==> src/rtl/gpio_seq_pkg.sv <==
// Shared register map, control/status bit positions and sequencer state
// encoding for the gpio pattern sequencer.
package gpio_seq_pkg;

  localparam logic [3:0] REG_CTRL      = 4'h0;
  localparam logic [3:0] REG_STATUS    = 4'h1;
  localparam logic [3:0] REG_PERIOD_LO = 4'h2;
  localparam logic [3:0] REG_PERIOD_HI = 4'h3;
  localparam logic [3:0] REG_LENGTH    = 4'h4;
  localparam logic [3:0] REG_DIRECT    = 4'h5;
  localparam logic [3:0] REG_PAT_BASE  = 4'h8;

  localparam int CTRL_RUN     = 0;
  localparam int CTRL_LOOP    = 1;
  localparam int STAT_BUSY    = 0;
  localparam int STAT_DONE    = 1;
  localparam int STAT_IDX_LSB = 4;

  typedef enum logic [1:0] {
    ST_IDLE  = 2'd0,
    ST_LOAD  = 2'd1,
    ST_DWELL = 2'd2
  } seq_state_e;

endpackage

==> src/rtl/gpio_seq_timer.sv <==
// Dwell down-counter: loads a period, counts down while enabled and
// parks at zero, flagging zero combinationally.
module gpio_seq_timer #(
  parameter int PERIOD_W = 16
) (
  input  logic                clk,
  input  logic                reset_n,
  input  logic                i_load,
  input  logic [PERIOD_W-1:0] i_load_val,
  input  logic                i_en,
  output logic                o_zero
);

  logic [PERIOD_W-1:0] r_cnt;

  // Counter register: load has priority over decrement.
  always_ff @(posedge clk or negedge reset_n) begin
    if (!reset_n) begin
      r_cnt <= '0;
    end else if (i_load) begin
      r_cnt <= i_load_val;
    end else if (i_en && (r_cnt != '0)) begin
      r_cnt <= r_cnt - PERIOD_W'(1);
    end
  end

  assign o_zero = (r_cnt == '0);

endmodule

==> src/rtl/gpio_seq_ctrl.sv <==
// CPU-programmable gpio pattern sequencer: register file, pattern table,
// IDLE/LOAD/DWELL FSM and the direct/sequencer output mux.
module gpio_seq_ctrl
  import gpio_seq_pkg::*;
#(
  parameter int NUM_PINS = 8,
  parameter int DEPTH    = 4,
  parameter int PERIOD_W = 16
) (
  input  logic                clk,
  input  logic                reset_n,
  input  logic                bus_cs,
  input  logic                bus_we,
  input  logic [3:0]          bus_addr,
  input  logic [7:0]          bus_wdata,
  output logic [7:0]          bus_rdata,
  output logic                gpio_cs,
  output logic [NUM_PINS-1:0] gpio_data
);

  localparam int IDX_W = $clog2(DEPTH);

  seq_state_e          r_state;
  seq_state_e          w_state_nxt;
  logic                r_run;
  logic                r_loop;
  logic                r_done;
  logic [PERIOD_W-1:0] r_period;
  logic [IDX_W-1:0]    r_length;
  logic [IDX_W-1:0]    r_idx;
  logic [NUM_PINS-1:0] r_pat [DEPTH];
  logic                r_gpio_cs;
  logic [NUM_PINS-1:0] r_gpio_data;
  logic [7:0]          r_rdata;

  logic                w_wr;
  logic                w_rd;
  logic                w_ctrl_wr;
  logic                w_direct_wr;
  logic                w_start;
  logic                w_stop;
  logic                w_pat_hit;
  logic [IDX_W-1:0]    w_pat_idx;
  logic                w_last;
  logic                w_zero;
  logic                w_busy;
  logic                w_start_run;
  logic                w_seq_fire;
  logic                w_decide;
  logic                w_finish;
  logic                w_timer_en;
  logic [7:0]          w_rdata;

  assign w_wr        = bus_cs & bus_we;
  assign w_rd        = bus_cs & ~bus_we;
  assign w_ctrl_wr   = w_wr && (bus_addr == REG_CTRL);
  assign w_direct_wr = w_wr && (bus_addr == REG_DIRECT);
  assign w_start     = w_ctrl_wr & bus_wdata[CTRL_RUN];
  assign w_stop      = w_ctrl_wr & ~bus_wdata[CTRL_RUN];
  assign w_pat_hit   = bus_addr[3] && ({1'b0, bus_addr[2:0]} < 4'(DEPTH));
  assign w_pat_idx   = bus_addr[IDX_W-1:0];
  // A lowered LENGTH may leave idx beyond it; treat that as the last step too.
  assign w_last      = (r_idx >= r_length);
  assign w_busy      = (r_state != ST_IDLE);

  gpio_seq_timer #(.PERIOD_W(PERIOD_W)) u_timer (
    .clk        (clk),
    .reset_n    (reset_n),
    .i_load     (w_seq_fire),
    .i_load_val (r_period),
    .i_en       (w_timer_en),
    .o_zero     (w_zero)
  );

  // FSM state register.
  always_ff @(posedge clk or negedge reset_n) begin
    if (!reset_n) begin
      r_state <= ST_IDLE;
    end else begin
      r_state <= w_state_nxt;
    end
  end

  // FSM next-state logic; a stop request overrides everything else.
  always_comb begin
    w_state_nxt = r_state;
    case (r_state)
      ST_IDLE: begin
        if (w_start) w_state_nxt = ST_LOAD;
        else         w_state_nxt = ST_IDLE;
      end
      ST_LOAD: begin
        if (w_stop)           w_state_nxt = ST_IDLE;
        else if (w_direct_wr) w_state_nxt = ST_LOAD;
        else                  w_state_nxt = ST_DWELL;
      end
      ST_DWELL: begin
        if (w_stop)                          w_state_nxt = ST_IDLE;
        else if (w_zero && w_last && !r_loop) w_state_nxt = ST_IDLE;
        else if (w_zero)                     w_state_nxt = ST_LOAD;
        else                                 w_state_nxt = ST_DWELL;
      end
      default: w_state_nxt = ST_IDLE;
    endcase
  end

  // FSM outputs: sequencer fire, end-of-dwell decision and run completion.
  always_comb begin
    w_start_run = 1'b0;
    w_seq_fire  = 1'b0;
    w_decide    = 1'b0;
    w_finish    = 1'b0;
    w_timer_en  = 1'b0;
    case (r_state)
      ST_IDLE: begin
        w_start_run = w_start;
      end
      ST_LOAD: begin
        w_seq_fire = ~w_stop & ~w_direct_wr;
      end
      ST_DWELL: begin
        w_timer_en = 1'b1;
        w_decide   = w_zero & ~w_stop;
        w_finish   = w_zero & ~w_stop & w_last & ~r_loop;
      end
      default: begin
        w_start_run = 1'b0;
      end
    endcase
  end

  // Step index and completion flag.
  always_ff @(posedge clk or negedge reset_n) begin
    if (!reset_n) begin
      r_idx  <= '0;
      r_done <= 1'b0;
    end else begin
      if (w_start_run) begin
        r_idx  <= '0;
        r_done <= 1'b0;
      end else if (w_decide) begin
        r_idx  <= w_last ? '0 : r_idx + IDX_W'(1);
        r_done <= w_finish;
      end
    end
  end

  // Register file and pattern table writes; completion clears RUN.
  always_ff @(posedge clk or negedge reset_n) begin
    if (!reset_n) begin
      r_run    <= 1'b0;
      r_loop   <= 1'b0;
      r_period <= '0;
      r_length <= '0;
      for (int i = 0; i < DEPTH; i++) r_pat[i] <= '0;
    end else begin
      if (w_finish) begin
        r_run <= 1'b0;
      end else if (w_ctrl_wr) begin
        r_run <= bus_wdata[CTRL_RUN];
      end
      if (w_ctrl_wr) r_loop <= bus_wdata[CTRL_LOOP];
      if (w_wr && (bus_addr == REG_PERIOD_LO)) r_period[7:0]  <= bus_wdata;
      if (w_wr && (bus_addr == REG_PERIOD_HI)) r_period[15:8] <= bus_wdata;
      if (w_wr && (bus_addr == REG_LENGTH))    r_length <= bus_wdata[IDX_W-1:0];
      if (w_wr && w_pat_hit)                   r_pat[w_pat_idx] <= bus_wdata[NUM_PINS-1:0];
    end
  end

  // Read data mux.
  always_comb begin
    w_rdata = 8'h00;
    if (w_pat_hit) begin
      w_rdata = 8'(r_pat[w_pat_idx]);
    end else begin
      case (bus_addr)
        REG_CTRL:      w_rdata = {6'b000000, r_loop, r_run};
        REG_STATUS:    w_rdata = {1'b0, 3'(r_idx), 2'b00, r_done, w_busy};
        REG_PERIOD_LO: w_rdata = r_period[7:0];
        REG_PERIOD_HI: w_rdata = r_period[15:8];
        REG_LENGTH:    w_rdata = 8'(r_length);
        default:       w_rdata = 8'h00;
      endcase
    end
  end

  // Registered bus read data and gpio strobe/data; direct writes win.
  always_ff @(posedge clk or negedge reset_n) begin
    if (!reset_n) begin
      r_rdata     <= 8'h00;
      r_gpio_cs   <= 1'b0;
      r_gpio_data <= '0;
    end else begin
      if (w_rd) r_rdata <= w_rdata;
      r_gpio_cs <= w_direct_wr | w_seq_fire;
      if (w_direct_wr) begin
        r_gpio_data <= bus_wdata[NUM_PINS-1:0];
      end else if (w_seq_fire) begin
        r_gpio_data <= r_pat[r_idx];
      end
    end
  end

  assign bus_rdata = r_rdata;
  assign gpio_cs   = r_gpio_cs;
  assign gpio_data = r_gpio_data;

endmodule

==> config.mk <==
export PLATFORM = sky130hd
export DESIGN_NAME = gpio_seq_ctrl
export DESIGN_NICKNAME = d
export VERILOG_FILES = /design/src/rtl/gpio_seq_pkg.sv /design/src/rtl/gpio_seq_timer.sv /design/src/rtl/gpio_seq_ctrl.sv
export SDC_FILE = /design/constraint.sdc
export NUM_CORES = 1
export LEC_CHECK = 0
export CORE_MARGIN = 5
export CORE_UTILIZATION = 42
export CTS_CLUSTER_SIZE = 28
export DETAILED_ROUTE_END_ITERATION = 10
export PLACE_DENSITY = 0.56
export SLEW_MARGIN = 15
export SYNTH_ARGS = -nofsm -noshare
export SYNTH_HDL_FRONTEND = slang
export SYNTH_SLANG_ARGS = --single-unit
==> constraint.sdc <==
create_clock -name clk -period 5.57 [get_ports clk]
set_input_delay 1.114 -clock clk [delete_from_list [all_inputs] [get_ports clk]]
set_output_delay 1.114 -clock clk [all_outputs]
set_load 0.02 [all_outputs]
# After elaboration in Yosys (flattened, before gate mapping)
# Cells that the tools add are included.
# totals
in_bits,16
regBits,90
wordCells,101
# op_classes
n_bitwise,16
muxes,34
reduce_logical,21
eq_ne,7
addsub,2
n_lt_le_gt_ge,5
# op_table
cell,count
$mux 8,8
$pmux 8 s5,1
$bmux 8 s2,2
$bwmux 32,1
$mux 16,2
$demux 8 s2,1
$logic_not 16->1,1
$mux 2,8
$reduce_bool 16->1,1
$sub 16x1->16 const B,1
$logic_and 1x1->1,11
$mux 1,10
$reduce_bool 2->1,5
$and 1x1->1,8
$eq 4x2->1 const B,2
$eq 4x3->1 const B,2
$ge 3x3->1 const B,2
$not 2->3,2
$pmux 2 s3,1
$not 1->1,5
$eq 4x1->1 const B,1
$logic_not 4->1,1
$lt 3x1->1 const B,1
$lt 3x3->1 const B,1
other kinds (7),7

# Longest topological paths before layout
# depth
ltp_word,10
ltp_mapped,8
mapped_depth_nobuf,7

# By module
# From an unflattened synthesis, not the netlist that was laid out.
# hier_totals
hier_cells,396
hier_area_um2,4783.3
# modules_own_cells
mod,seq_area_each_um2,instances,area_per_inst_um2,cells_each
gpio_seq_ctrl,1851.8,1,3719.8,272
gpio_seq_timer,400.4,1,1063.5,124

# Worst setup path after synthesis
# Ideal clock, no wire load.
# synth_path
kind,input-to-reg
startpoint,in bus_addr[0]
endpoint,reg u_timer.r_cnt[12]
arrival_ns,2.535
required_time_ns,5.444
n_path_buf,2
stages,6
slack_ns,2.909
setup_time_ns,0.126
path_cell_list,buf_2 nand3_1 or4_1 and2_1 clkbuf_1 a221o_1
# synth_between
elab_chain_len,7
word_cells_on_any_way,11
# synth_lines
item,line_no,source
from (decl),gpio_seq_ctrl.sv:14,"input logic [3:0] bus_addr,"
$logic_not 4->1,gpio_seq_ctrl.sv:56,assign w_ctrl_wr = w_wr && (bus_addr == REG_CTRL);
$logic_and 1x1->1,gpio_seq_ctrl.sv:56,
$and 1x1->1,gpio_seq_ctrl.sv:59,assign w_stop = w_ctrl_wr & ~bus_wdata[CTRL_RUN];
$not 1->1,gpio_seq_ctrl.sv:119,w_seq_fire = ~w_stop & ~w_direct_wr;
$and 1x1->1 *,gpio_seq_ctrl.sv:119,
$mux 1 *,gpio_seq_ctrl.sv:114,case (r_state)
$mux 16 / $reduce_bool 2->1 (equally long branches),n/a,
to (signal assigned),gpio_seq_timer.sv:21,r_cnt <= i_load_val;
to (signal assigned),gpio_seq_timer.sv:23,r_cnt <= r_cnt - PERIOD_W'(1);
to (decl),gpio_seq_timer.sv:14,logic [PERIOD_W-1:0] r_cnt;
# Every way passes the cells marked *; elsewhere a longest branch is shown, timed or not.
# A chain may end at the register's enable or synchronous reset.

# Final worst setup path
# layout_path
startpoint,in bus_addr[2]
endpoint,reg u_timer.r_cnt[5]
# The elaborated chain is that of the path after synthesis.

==> results_dict.tcl <==
set metrics [dict create \
    rsz0062_at_grt "false" \
    fill_cells 1010 \
    syn_inst 394 \
    core_area_um2 10800 \
    postRouteAntennaNets 0 \
    antenna_cells 0 \
    setup_viol 0 \
    cts_setup_buffers 0 \
    clock.fmax_ghz 0.280 \
    critPathLaunchType "input pin" \
    seq_area_frac_synth_pct 48.3 \
    wl_per_cell_um 20.1 \
    firstDrtPassIters 5 \
    synth_edf_count 0 \
    drive_gt1_share_pct 24.2 \
    clockBufferDepth 2 \
    grt_overflow 0 \
    post-route-period-util_pct 64.0 \
    synth_common_cells "90 x dfrtp_1, 53 x mux2_2, 36 x nor2_1, 28 x nand2_1, 25 x a21oi_1" \
    yosys_warnings 0 \
    grt_use_total_pct 18.8 \
    required_ns 5.88 \
    holdWs_ns 0.481 \
    period_needed_ns 3.57 \
    synth.cell_area_um2 4660 \
    nets 444 \
    cts_tree "done" \
    num_rows 38 \
    cts_resized 0 \
    slew_headroom_pct 41.5 \
    finalHoldViolCount 0 \
    synth_top_area_cell "dfrtp_1" \
    dpl.hpwl_um 8180 \
    irDropWorstVdd_mv 0.177 \
    cp.arrival_ns 3.87 \
    synth_seq_cells 90 \
    slew_violations 0 \
    status "completed" \
    gp_congestion 0.924 \
    maxCapViolations 0 \
    clockRootBuffer "clkbuf_8" \
    min_path_cells 2 \
    synth_cell_types 52 \
    viasPerCell 5.75 \
    start_util_pct 43.0 \
    grt_pass1_wl_um 18900 \
    end_kind "register" \
    grt_pass1_vias 3372 \
    grt_max_degree 68 \
    pin_count 33 \
    num_vias 3274 \
    worst-path-max-fanout 21 \
    syn2layout_area_growth_pct 14.7 \
    dieArea_um2 13300 \
    worstSetupPathType "in2reg" \
    synth_top_area_share_pct 48.3 \
    skew_ns 0.0107 \
    drcViolationCount 0 \
    dr.first_iter.drc_count 256 \
    hold_class "reg2reg" \
    io_buffers 32 \
    synth_most_common_cell "dfrtp_1" \
    total_power_w 0.00199 \
    die_x_um 115 \
    hold_buffers 0 \
    synthArstFlopShare_pct 100 \
    powerDensity_nw_per_um2 372 \
    clk_pin_slew_ns 0.09 \
    htree_num_levels 3 \
    drt_wl_total_um 11400 \
    synth.net_count 414 \
    clock_sinks 90 \
    worstSkewPairLatency_ns 0.38 \
    synthFlopType "dfrtp_1" \
    antenna_found_initial 0 \
    finalSetupTns_ns 0 \
    fp.dieH_um 115 \
    worst_pin_slew_ns 0.874 \
    synth.area.top_cells "dfrtp_1 48%, mux2_2 13%, mux4_2 8.2%" \
    syn_area_per_cell_um2 11.8 \
    cts_buffers 9 \
    r2r_cells 7 \
    p_leak_nw 2.22 \
]
cell usage in the layout, fill, tap and decap left out, types with 3 or more instances in the layout:
cell type	instances
a211oi_1	4
a21oi_1	25
a221o_1	6
a31oi_1	3
buf_4	5
clkbuf_8	11
clkdlybuf4s50_1	31
clkinv_4	3
dfrtp_1	90
ha_1	4
inv_1	10
mux2_2	53
mux2i_1	20
mux4_2	17
nand2_1	28
nand2b_1	4
nand3_1	5
nor2_1	36
nor2b_1	3
nor3_1	7
o211ai_1	4
o21ai_0	11
o31ai_1	4
or2_2	3
or4_1	4
xor2_1	3
cell families (layout without fill, tap and decap cells):
logic type | after synthesis | count (layout) | share of synthesized area (%)
compound gates | 70 | 70 | 9.95
xor+xnor | 3 | 3 | 0.563
fa+ha+maj | 4 | 4 | 1.07
buf+inv | 27 | 62 | 2.44
flops | 90 | 90 | 48.3
mux | 90 | 90 | 25.3
simple gates | 110 | 110 | 12.4
state kept, by name, indices dropped and copies added (netlist names):
name           count
r_done             1
gpio_cs            1
r_period          16
bus_rdata          8
r_length           2
r_loop             1
r_state            2
r_idx              2
r_pat             32
u_timer.r_cnt     16
r_run              1
gpio_data          8
metrics by stage:
| step | std cells | instance area [µm²] | util [%] | setup slack [ns] |
|---|---|---|---|---|
| floorplan | 394 | 4660 | - | 2.91 |
| global route | 569 | 5350 | 49.3 | 1.88 |
| detailed placement | 553 | 5110 | 47.1 | 1.63 |
| global placement | 553 | 5110 | 47.1 | 1.68 |
| CTS | 569 | 5350 | 49.3 | 2.04 |
| finish | 569 | 5350 | 49.3 | 2.00 |
final timing paths:
| check | from | endpoint | slack (ns) |
|---|---|---|---|
| setup / recovery | bus_addr[2] | u_timer.r_cnt[5] | 2.00 |
| hold / removal | bus_rdata[6] | bus_rdata[6] | 0.48 |
| setup reg to reg | u_timer.r_cnt[0] | u_timer.r_cnt[5] | 3.22 |
| hold reg to reg | bus_rdata[6] | bus_rdata[6] | 0.48 |
| max in group asynchronous | reset_n | r_period[1] | 3.80 |
| min in group asynchronous | reset_n | r_pat[24] | 0.62 |
layer usage:
layer	vias to the layer above	global-route usage, %	part of all wire, %
met5	-	0	0
met4	0	5.63	1.3
met2	75	29.9	48
met3	12	4.79	4.2
li1	1521	-	-
met1	1666	25.5	46
critical path, stage by stage:
cell             delay (ns)
clkdlybuf4s50_1        0.69
inv_1                  0.14
or4_1                  0.90
and2_1                 0.50
mux2_2                 0.36
o211ai_1               0.15
cell type report:
type	instances	area, µm²	area share, %
clock buffers	11	151	2.83
clock inverters	5	86.3	1.61
inverters	10	37.5	0.702
multi-input cells	277	2300	43.0
flip-flops and latches	90	2250	42.1
well taps	140	175	3.27
repair buffers	36	348	6.50
power breakdown:
group	switching [W]	leakage, nW	total (W)	internal (W)
logic	0.000254	0.951	0.000523	0.000270
registers	0.000140	1.15	0.000942	0.000802
clock network	0.000247	0.120	0.000526	0.000280
total	0.000640	2.22	0.00199	0.00135
No activity file was read; power rests on OpenSTA's default activity.
